$ cat src/rtl/adder_serial_nbit.sv
// Bit-serial N-bit adder: one operand bit pair per clock, LSB first, with start/busy/done handshake.
// Define ADDER_SERIAL_CARRY_IN_EN to add a carry_in port that seeds the carry flip-flop.

module adder_half_1bit (
    input  logic a,
    input  logic b,
    output logic s,
    output logic c
);
    assign s = a ^ b;
    assign c = a & b;
endmodule

module adder_serial_nbit #(
    parameter int WIDTH = 8
) (
    input  logic             clock,
    input  logic             reset_n,
    input  logic             start,
    input  logic [WIDTH-1:0] operand_a,
    input  logic [WIDTH-1:0] operand_b,
`ifdef ADDER_SERIAL_CARRY_IN_EN
    input  logic             carry_in,
`endif
    output logic             busy,
    output logic             done,
    output logic [WIDTH-1:0] sum,
    output logic             carry_out
);
    localparam int CW = (WIDTH > 1) ? $clog2(WIDTH) : 1;

    typedef enum logic [1:0] {S_IDLE, S_RUN, S_DONE} state_t;

    state_t           state_q, state_d;
    logic [WIDTH-1:0] a_sr_q, a_sr_d;
    logic [WIDTH-1:0] b_sr_q, b_sr_d;
    logic [WIDTH-1:0] res_q, res_d;
    logic [WIDTH-1:0] sum_q, sum_d;
    logic [CW-1:0]    cnt_q, cnt_d;
    logic             c_q, c_d;
    logic             cout_q, cout_d;
    logic             cin_init;

    logic s1, c1, s_bit, c2, c_next;

`ifdef ADDER_SERIAL_CARRY_IN_EN
    assign cin_init = carry_in;
`else
    assign cin_init = 1'b0;
`endif

    adder_half_1bit u_ha0 (.a(a_sr_q[0]), .b(b_sr_q[0]), .s(s1),    .c(c1));
    adder_half_1bit u_ha1 (.a(s1),        .b(c_q),       .s(s_bit), .c(c2));
    assign c_next = c1 | c2;

    always_comb begin
        state_d = state_q;
        a_sr_d  = a_sr_q;
        b_sr_d  = b_sr_q;
        res_d   = res_q;
        sum_d   = sum_q;
        cnt_d   = cnt_q;
        c_d     = c_q;
        cout_d  = cout_q;
        case (state_q)
            S_IDLE, S_DONE: begin
                if (start) begin
                    state_d = S_RUN;
                    a_sr_d  = operand_a;
                    b_sr_d  = operand_b;
                    res_d   = '0;
                    cnt_d   = '0;
                    c_d     = cin_init;
                end else begin
                    state_d = S_IDLE;
                end
            end
            S_RUN: begin
                a_sr_d = a_sr_q >> 1;
                b_sr_d = b_sr_q >> 1;
                // Bit i lands at position i: same end state as shifting s in at the MSB WIDTH times.
                res_d[cnt_q] = s_bit;
                c_d   = c_next;
                cnt_d = cnt_q + 1'b1;
                if (cnt_q == CW'(WIDTH - 1)) begin
                    state_d = S_DONE;
                    sum_d   = res_d;
                    cout_d  = c_next;
                end
            end
            default: state_d = S_IDLE;
        endcase
    end

    always_ff @(posedge clock or negedge reset_n) begin
        if (!reset_n) begin
            state_q <= S_IDLE;
            a_sr_q  <= '0;
            b_sr_q  <= '0;
            res_q   <= '0;
            sum_q   <= '0;
            cnt_q   <= '0;
            c_q     <= 1'b0;
            cout_q  <= 1'b0;
        end else begin
            state_q <= state_d;
            a_sr_q  <= a_sr_d;
            b_sr_q  <= b_sr_d;
            res_q   <= res_d;
            sum_q   <= sum_d;
            cnt_q   <= cnt_d;
            c_q     <= c_d;
            cout_q  <= cout_d;
        end
    end

    assign busy      = (state_q == S_RUN);
    assign done      = (state_q == S_DONE);
    assign sum       = sum_q;
    assign carry_out = cout_q;

endmodule

$ cat config.mk
export PLATFORM = sky130hd
export DESIGN_NAME = adder_serial_nbit
export DESIGN_NICKNAME = d
export VERILOG_FILES = /design/src/rtl/adder_serial_nbit.sv
export SDC_FILE = /design/constraint.sdc
export NUM_CORES = 1
export LEC_CHECK = 0
export ABC_AREA = 1
export BUFFER_PORTS_ARGS = -buffer_cell sky130_fd_sc_hd__buf_2
export CAP_MARGIN = 5
export CELL_PAD_IN_SITES_DETAIL_PLACEMENT = 0
export CELL_PAD_IN_SITES_GLOBAL_PLACEMENT = 1
export CORE_UTILIZATION = 44
export DETAILED_ROUTE_END_ITERATION = 7
export PLACE_DENSITY = 0.87
export SLEW_MARGIN = 20
export SYNTH_ARGS = -nofsm -noshare
export SYNTH_HDL_FRONTEND = slang
export SYNTH_HIERARCHICAL = 1
export SYNTH_SLANG_ARGS = --single-unit
$ cat constraint.sdc
create_clock -name clock -period 2.9 [get_ports clock]
set_input_delay 0.145 -clock clock [delete_from_list [all_inputs] [get_ports clock]]
set_output_delay 0.145 -clock clock [all_outputs]
set_load 0.005 [all_outputs]
==> results by group <==
Run status
  – Status: finished clean

Die
  – Die ar.: 4660 µm²
  – Core Area: slightly above 4000 µm²
  – Die height: around 68 µm
  – # IOs: 30
  – Initial Util: between 40% and 50%
  – Chip width: slightly below 70 µm
  – Row Count: 23

Cells and area
  – Final instance area: 2200 µm²
  – # nets final: roughly 280
  – Fill count: about 400
  – Commonest non-fill, non-tap cell in the layout: nand2_1
  – # diodes: 0
  – Most frequent cells in the layout: 63 x nand2_1, 39 x dfrtp_1, 29 x buf_2
  – Fraction of layout cells with a size suffix above 1: 20.7%
  – Final non-filler cell total: 311
  – Area Growth Syn to Fin: 13.7%

Yosys
  – Syn Nets: 257
  – Cells after Synth: 234
  – Syn Std Cell Area: ~1900 µm²
  – Syn. warnings: 6
  – Count of cell types in the netlist: 21
  – Mean Syn Cell Area: 8.25 µm²
  – Sequential area share after synthesis: 50.6%
  – #FFs+latches synth: 39

Clock tree
  – H-tree levels: 2
  – Worst-skew pair later-pin latency: 0.29 ns
  – Post-cts sizing count: 0
  – TritonCTS clock tree: built
  – Root buf cell: clkbuf_8
  – Clock tree buffer depth: 2
  – Clock slew at reported path FFs: approximately 0.070 ns
  – TritonCTS buffer count: 5
  – CTS sink count: 39

Critical path
  – Critical-path maximum fanout: slightly above 40
  – Critical path class: reg2out
  – CP max stage cell: nor2_4
  – Max incr delay on CP: 0.68 ns
  – Required time of the critical path: between 2 and 3 ns
  – Startpoint class of the critical path: flip-flop
  – Worst path arrival time: around 1.7 ns
  – CP cell instances: inv_2 > nor2_4 > buf_2
  – Critical Path Sink Type: output pin

Drt
  – Routed Antenna Nets: 0
  – # DRC: 0
  – Routed WL: 3850 µm
  – Starting DRT DRC Count: approximately 120
  – Wire per inst: 12.4 µm
  – TritonRoute pass-1 iters: 4
  – Via density: 5.02
  – Vias after detailed routing: 1561

Global route
  – Largest net degree at the start of global routing: 42
  – GRT Residual Overflow: 0
  – GRT Total Usage: 20.1%
  – First-pass GRT wire length: 6670 µm
  – Vias in the first global route: 1455
  – Initial antenna violation count: 0

Power
  – Combinational Power Share: between 40 and 50%
  – Switching Power: 1.11 mW
  – Pwr/cell area: 1170 nW/µm²
  – Leak Pwr: approximately 1.2 nW
  – Maximum VDD drop: between 0.4 and 0.5 mV
  – Clock power frac: approximately 18%
  – Flop pwr share: between 30% and 40%
  – Sw frac: between 40 and 50%
  – Cell internal pwr: around 1.5 mW

Timing
  – Pin slew with the least headroom to its limit: between 0.9 and 1 ns
  – Final Hold Fails: 0
  – Slew Limit Fails: 0
  – Setup TNS: 0 ns
  – Min Tclk post-route: 1.84 ns
  – RSZ-0062 raised after global routing: no
  – Post-route clock period utilization: 63.4%
  – Max Freq: around 540 MHz
  – Final setup vio count: 0
  – Skew final: 0.00562 ns
  – Slew headroom: about two fifths
  – Worst hold slack: roughly 0.092 ns

Placed design
  – Cell Area, Placed: a little over 2000 µm²
  – DP Cell Count: just over 300
  – HPWL Detailed: 2580 µm
  – GPL Wtd Cong: slightly below 0.8
  – IO buf count: 29

Min path
  – Hold WC Path Type: in2reg

Job
  – Maxcap violations: 0
-- cell families (layout without fill, tap and decap cells) --
logic type	count (synthesis)	count (layout)	synth area share, %
compound gates	24	24	8.23
fa+ha+maj	4	4	2.59
buf+inv	40	67	9.66
flops	39	39	50.6
simple gates	127	127	29.0
-- synth_stat cells --
master    instances  area [µm²]
buf_2             8        40.0
buf_4             1        7.51
buf_6             2        22.5
dfrtp_1          39         976
ha_1              4        50.1
inv_1            25        93.8
inv_2             3        11.3
inv_8             1        11.3
nand2_1          63         236
nand2_2           1        6.26
nand2_4           1        11.3
nand3_1          24         120
nand4_1           6        37.5
nor2_1           16        60.1
nor2_2            1        6.26
nor2_4            1        11.3
nor3_1           14        70.1
o21ai_0           6        30.0
o21ai_1           7        35.0
o21ai_2           9        78.8
o21bai_1          2        15.0
-- routing by layer --
metal | track usage (%) | part of all wire (%)
met2 | 30.5 | 45
met4 | 7.03 | 0.88
met5 | 0 | 0
met3 | 6.00 | 4.6
met1 | 26.9 | 49
-- registers in the layout, indices dropped and copies added, names as in the netlist --
| register | flops |
|---|---|
| a_sr_q | 8 |
| sum | 8 |
| b_sr_q | 8 |
| res_q | 8 |
| cnt_q | 3 |
| carry_out | 1 |
| c_q | 1 |
| state_q | 2 |
-- power groups by stage --
stage	registers (mW)	clock network [mW]	logic (mW)
after detailed placement	1.01	0	1.12
after floorplan	0.936	0	0.933
after CTS	0.997	0.483	1.13
after global placement	0.993	0	1.10
final	0.995	0.469	1.11
after global routing	1.04	0.510	1.32
-- critical path, delay by kind of cell, from the launching register on --
family | cells | cell delay (ns)
flops | 1 | 0.38
buf+inv | 2 | 0.32
simple gates | 1 | 0.68
-- stage by stage --
step	util (%)	power, mW	setup slack [ns]
after floorplan	-	1.87	1.46
after global placement	50.3	2.10	1.08
after CTS	53.4	2.61	1.04
after detailed placement	50.3	2.13	1.06
after global routing	53.4	2.87	0.900
final	53.4	2.58	1.06
-- repair_timing --
| item | 4_1_cts | 5_1_grt |
|---|---|---|
| hold buffers | 1 | 0 |
| buffers inserted | 0 | 0 |
| hold endpoints to repair | 26 | 0 |
-- worst paths after layout --
kind                       slack, ns         start        end  cells past startpoint
max in group asynchronous       1.86       reset_n   res_q[1]                      2
min                             0.09  operand_a[4]  a_sr_q[4]                      3
max reg2reg                     1.08      cnt_q[0]     sum[7]                      7
min in group asynchronous       0.50       reset_n  b_sr_q[2]                      2
min reg2reg                     0.48        sum[2]     sum[2]                      2
max                             1.06    state_q[0]       busy                      3
-- layout make-up --
class	instances	area, µm²	share of cell area, %
Timing Repair Buffer	30	155	7.07
Sequential cell	39	976	44.4
Clock inverter	2	35.0	1.60
Clock buffer	6	82.6	3.76
Inverter	29	116	5.30
Multi-Input combinational cell	155	768	35.0
Tap cell	50	62.6	2.85
Power figures use the tool's default switching activity.
